File: src/rtl/fixed_sqrt.sv
`default_nettype none
// ============================================================================
//  Module      : fixed_sqrt
//  Description : Iterative signed fixed-point square root. The result is
//                floor(sqrt(in)) in the same Q(B-D).D format, one result bit
//                per cycle, with valid/ready handshakes on both sides.
//                Negative radicands return 0 with an error flag.
//  Revision    : 1.0 - initial release
// ============================================================================
module fixed_sqrt #(
    parameter int B = 20,   // total bits of a fixed value
    parameter int D = 8     // fractional bits; B+D must be even
) (
    input  logic         clk_in,
    input  logic         rst_n_in,
    input  logic [B-1:0] in,
    input  logic         in_valid,
    output logic         in_ready,
    output logic [B-1:0] out,
    output logic         out_neg_err,
    output logic         out_exact,
    output logic         out_valid,
    input  logic         out_ready
);

    // Derived sizes: W is the radicand width, N the number of result bits.
    localparam int W  = B + D;
    localparam int N  = W / 2;
    localparam int CW = (N > 1) ? $clog2(N) : 1;

    localparam logic [1:0]    c_IDLE     = 2'd0;
    localparam logic [1:0]    c_CALC     = 2'd1;
    localparam logic [1:0]    c_DONE     = 2'd2;
    localparam logic [CW-1:0] c_LAST_CNT = CW'(N - 1);

    logic [1:0]    r_state;
    logic [1:0]    w_next_state;
    logic [W-1:0]  r_rad;
    logic [N+1:0]  r_rem;
    logic [N-1:0]  r_root;
    logic [CW-1:0] r_cnt;
    logic [B-1:0]  r_out;
    logic          r_neg_err;
    logic          r_exact;

    // One restoring-square-root step. The partial remainder never exceeds
    // 2*root, so r2 always fits in N+2 bits even at the largest radicand.
    logic [N+1:0]  w_r2;
    logic [N+1:0]  w_t;
    logic [N+1:0]  w_diff;
    logic          w_ge;
    logic [N+1:0]  w_rem_next;
    logic [N-1:0]  w_root_next;

    assign w_r2        = (r_rem << 2) | {{N{1'b0}}, r_rad[W-1:W-2]};
    assign w_t         = {r_root, 2'b01};
    assign w_ge        = (w_r2 >= w_t);
    assign w_diff      = w_r2 - w_t;
    assign w_rem_next  = w_ge ? w_diff : w_r2;
    assign w_root_next = (r_root << 1) | {{(N-1){1'b0}}, w_ge};

    assign in_ready    = (r_state == c_IDLE);
    assign out_valid   = (r_state == c_DONE);
    assign out         = r_out;
    assign out_neg_err = r_neg_err;
    assign out_exact   = r_exact;

    // State register; reset aborts any operation in flight.
    always_ff @(posedge clk_in or negedge rst_n_in) begin
        if (!rst_n_in) begin
            r_state <= c_IDLE;
        end else begin
            r_state <= w_next_state;
        end
    end

    // Next-state: accept in IDLE, iterate N times, hold result until taken.
    always_comb begin
        w_next_state = r_state;
        case (r_state)
            c_IDLE: begin
                if (in_valid) begin
                    w_next_state = in[B-1] ? c_DONE : c_CALC;
                end
            end
            c_CALC: begin
                if (r_cnt == c_LAST_CNT) begin
                    w_next_state = c_DONE;
                end
            end
            c_DONE: begin
                if (out_ready) begin
                    w_next_state = c_IDLE;
                end
            end
            default: w_next_state = c_IDLE;
        endcase
    end

    // Datapath: load on accept, one iteration per CALC cycle, latch result.
    always_ff @(posedge clk_in or negedge rst_n_in) begin
        if (!rst_n_in) begin
            r_rad     <= '0;
            r_rem     <= '0;
            r_root    <= '0;
            r_cnt     <= '0;
            r_out     <= '0;
            r_neg_err <= 1'b0;
            r_exact   <= 1'b0;
        end else begin
            case (r_state)
                c_IDLE: begin
                    if (in_valid) begin
                        if (in[B-1]) begin
                            r_out     <= '0;
                            r_neg_err <= 1'b1;
                            r_exact   <= 1'b0;
                        end else begin
                            r_rad  <= {in, {D{1'b0}}};
                            r_rem  <= '0;
                            r_root <= '0;
                            r_cnt  <= '0;
                        end
                    end
                end
                c_CALC: begin
                    r_rad  <= r_rad << 2;
                    r_rem  <= w_rem_next;
                    r_root <= w_root_next;
                    r_cnt  <= r_cnt + CW'(1);
                    if (r_cnt == c_LAST_CNT) begin
                        r_out     <= {{(B-N){1'b0}}, w_root_next};
                        r_exact   <= (w_rem_next == '0);
                        r_neg_err <= 1'b0;
                    end
                end
                default: begin
                end
            endcase
        end
    end

endmodule
`default_nettype wire

File: config.mk
export PLATFORM = sky130hd
export DESIGN_NAME = fixed_sqrt
export DESIGN_NICKNAME = d
export VERILOG_FILES = /design/src/rtl/fixed_sqrt.sv
export SDC_FILE = /design/constraint.sdc
export NUM_CORES = 1
export LEC_CHECK = 0
export BUFFER_PORTS_ARGS = -buffer_cell sky130_fd_sc_hd__buf_2
export CORE_MARGIN = 8
export CORE_UTILIZATION = 60
export CTS_BUF_LIST = sky130_fd_sc_hd__clkbuf_16
export CTS_CLUSTER_DIAMETER = 100
export CTS_CLUSTER_SIZE = 40
export DETAILED_ROUTE_END_ITERATION = 7
export HOLD_SLACK_MARGIN = 0.1
export PLACE_DENSITY_LB_ADDON = 0.08
export SYNTH_ARGS = -nofsm -noshare
export SYNTH_HDL_FRONTEND = slang
export SYNTH_SLANG_ARGS = --single-unit
File: constraint.sdc
create_clock -name clk_in -period 4.6 [get_ports clk_in]
set_clock_uncertainty 0.15 [all_clocks]
set_input_delay 0.92 -clock clk_in [delete_from_list [all_inputs] [get_ports clk_in]]
set_output_delay 0.92 -clock clk_in [all_outputs]
set_load 0.1 [all_outputs]
==> key figures <==
CTS
  • Post-CTS Setup Bufs: 0
  • Worst-path clk slew: 0.06 ns
  • CTS Buf Count: 9
  • CTS tree: built
  • Bufs on Longest Clock Path: 2
  • Post-CTS Resized: 0
  • H-tree depth: 3
  • Worst-Skew Late Latency: 0.32 ns
  • Sink Count: 70
  • Clock root buffer: clkbuf_16
  • Cts hold-fix bufs: 0

Global route
  • M1 GR Usage: 0.2676
  • Vias in the first global route: 3051
  • Grt met2 use: 0.3206
  • GRT overflow: 0
  • First-pass GRT wire length: 14.66 mm
  • Met3 Use GR: 0.04724
  • Pin count of the biggest net entering global routing: 54
  • Initial antenna violation count: 0
  • GRT busiest layer: met2
  • Total track usage: 0.2047

Yosys
  • Post-Synth Simple-Gate Area: 0.1298
  • Post-synth EDFFs: 0
  • Flops & latches, synth: 70
  • Number of synthesis warnings: 0
  • Post-synth top area share: 0.4611
  • Syn avg cell area: 9.641 um2
  • Multiplexer share of the synthesized area: 0.01845
  • Post-synthesis xor/xnor area fraction: 0.02075
  • Count of different cell masters after synthesis: 55
  • Cell taking the most area after synthesis: dfrtp_1
  • Leading cell type by number of instances after synthesis: dfrtp_1
  • Post-synthesis compound-gate area fraction: 0.2388
  • Post-synth top cells: dfrtp_1 (70), nand2_1 (40), inv_1 (39)
  • Main combinational cell family by area after synthesis: compound AO/OA/AOI/OAI gates
  • Async SR Flop Fraction: 1.000
  • Synth Area in Adders: 0.05929
  • Sequential element share of the synthesized area: 0.4611
  • Synth Flop Type: dfrtp_1
  • Cell area after synthesis: 0.003799 mm2
  • Top cells by area, synth: dfrtp_1 (46%), ha_1 (5.9%), a22o_1 (4.8%)
  • Post-Synthesis Cells: 394

STA
  • RSZ-0062 raised after global routing: no
  • Tmin final: 3.011 ns
  • Hold Vio Cnt, Final: 0
  • Final TNS setup: 0 ns
  • Final Cycle Share: 0.6546
  • Hold slack: 0.3227 ns
  • Slew at the pin closest to its max-slew limit: 1.191 ns
  • Slew Limit Fails: 0
  • Max-slew headroom: 0.2040
  • Max Fclk: 0.3321 GHz
  • Final Setup Violations: 0

Placed design
  • GP Congestion: 0.9214
  • Post-DP Area: 0.004055 mm2
  • DP Cell Count: 498
  • Port bufs: 41
  • Detailed Place HPWL: 6.170 mm

Layout
  • # diodes: 0
  • Area grow syn2layout: 13.77%
  • Finished Cell Area: 0.004322 mm2
  • Filler cell count: 522
  • Ratio of cells with drive above 1 in the final layout: 0.1693
  • Layout Nets: 474
  • Post-Layout Cell Count: 514

Pwr
  • Clock group share of total power: 0.160
  • Lkg Pwr: 2.133 nW
  • Sw Share: 0.4654
  • Net Switching: 1.772 mW
  • Sequential power share: 0.259
  • Comb pwr share: 0.581
  • Max VDD drop: 680.4 uV
  • Cell internal pwr: 2.036 mW
  • PwrDens: 881.2 mW/mm2
  • Total power: 3.808 mW

Route
  • Total Wirelength: 8.748 mm
  • Drt wl/cell: 17.02 um
  • Vias per cell: 6.072
  • Router iterations before antenna repair: 6
  • Drt initial violations: 234
  • DRC violations left: 0
  • Vias: 3121
  • Antenna Nets Post-Route: 0

Critical path
  • Worst setup path category: flip-flop to flip-flop
  • Largest stage delay, worst path: 0.52 ns
  • FF-to-FF Start: r_root[7]
  • Worst-path fanout max: 8
  • Critical path, cell by cell: inv_1, ha_1, a21oi_1, o21ai_1, nor2_1, and4_1, nor2_1, o211ai_1, or4_1, a31oi_1
  • Startpoint Class: flip-flop
  • CP top delay family: simple AND/OR/NAND/NOR gates
  • Worst R2R Path Depth: 10
  • Arrival @ worst endpoint: 3.10 ns
  • Critical Path RT: 4.69 ns
  • Crit. End Element: flip-flop
  • Slowest cell on the critical path: nor2_1
  • Critical path buffers and inverters: 1
  • Worst R2R End: out_exact
  • Most used cell, CP: nor2_1
  • Reg2Reg Setup Slack: 1.59 ns

Worst hold path
  • Hold Path Origin: r_root[13]
  • Hold EP: r_root[13]
  • Hold Path Class: flip-flop to flip-flop
  • Hold Crit Depth: 2

Floorplan
  • FP Rows: 29
  • Total core area: 0.006241 mm2
  • Num ports: 48
  • Die height: 95.57 um
  • Die width: 95.57 um
  • Starting Density: 0.6087
  • DIE AREA: 0.009134 mm2

Flow run
  • Max Cap Violations: 0

Status
  • Status: completed
==> stage by stage <==
step | util | setup WS, ns
global placement | 0.6498 | 1.687
finish | 0.6925 | 1.589
floorplan | - | 1.771
detailed placement | 0.6498 | 1.668
global route | 0.6925 | 1.287
CTS | 0.6925 | 1.618
==> flip-flops by register name, indices dropped and copies added (netlist names) <==
signal,count
r_root,14
r_rad,20
r_state,2
r_rem,14
r_cnt,4
out,14
out_neg_err,1
out_exact,1
==> worst register-to-register path, delay by kind of cell (launching register included) <==
| kind | cells | cell delay [ns] |
|---|---|---|
| simple gates | 4 | 1.23 |
| flops | 1 | 0.38 |
| compound gates | 4 | 0.72 |
| fa+ha+maj | 1 | 0.38 |
| buf+inv | 1 | 0.07 |
==> metal layers <==
layer  vias up  wire (um)
met5         -          0
li1       1483          -
met1      1528       3969
met2        89       4097
met4         0        193
met3        21        488
==> cell type report <==
| type | instances | area [um2] | share of cell area |
|---|---|---|---|
| tap | 77 | 96.34 | 0.02229 |
| timing repair buffer | 47 | 250.2 | 0.05790 |
| multi-input combinational | 265 | 1810 | 0.4189 |
| inverter | 39 | 146.4 | 0.03387 |
| clock inverter | 7 | 41.29 | 0.009554 |
| clock buffer | 9 | 225.2 | 0.05211 |
| sequential | 70 | 1752 | 0.4053 |
==> cell usage in the layout, fill, tap and decap left out, types with 4 or more instances in the layout <==
cell / n
dfrtp_1: 70
buf_2: 41
inv_1: 40
nand2_1: 40
o21ai_0: 36
nor2_1: 21
a22o_1: 21
ha_1: 18
a222oi_1: 17
a21oi_1: 16
clkbuf_16: 9
nor3_1: 7
mux2i_1: 7
xnor2_1: 6
conb_1: 6
buf_4: 6
nand2b_1: 4
nand3_1: 4
a21o_1: 4
o211ai_1: 4
==> worst max-delay path by stage <==
stage,from,endpoint,depth (start not counted)
floorplan,r_state[0],out[10],5
global placement,r_root[2],out_exact,10
detailed placement,r_rem[7],out_exact,9
CTS,r_root[7],out_exact,10
global route,r_root[7],out_exact,10
finish,r_root[7],out_exact,10
==> power groups by stage <==
stage / Combinational (mW) / Clock (mW) / Sequential, mW
3_5_place_dp: 2.18 / 0 / 0.990
5_1_grt: 2.45 / 0.644 / 1.01
6_report: 2.21 / 0.610 / 0.984
3_3_place_gp: 2.16 / 0 / 0.982
2_1_floorplan: 1.75 / 0 / 0.959
4_1_cts: 2.21 / 0.616 / 0.982
==> kinds of logic (layout without fill, tap and decap cells) <==
group,count (synthesis),after routing
mux,7,7
xor+xnor,9,9
compound gates,123,123
fa+ha+maj,18,18
flops,70,70
simple gates,102,102
buf+inv,64,102
other cells,1,6
No activity file was read; power rests on OpenSTA's default activity.
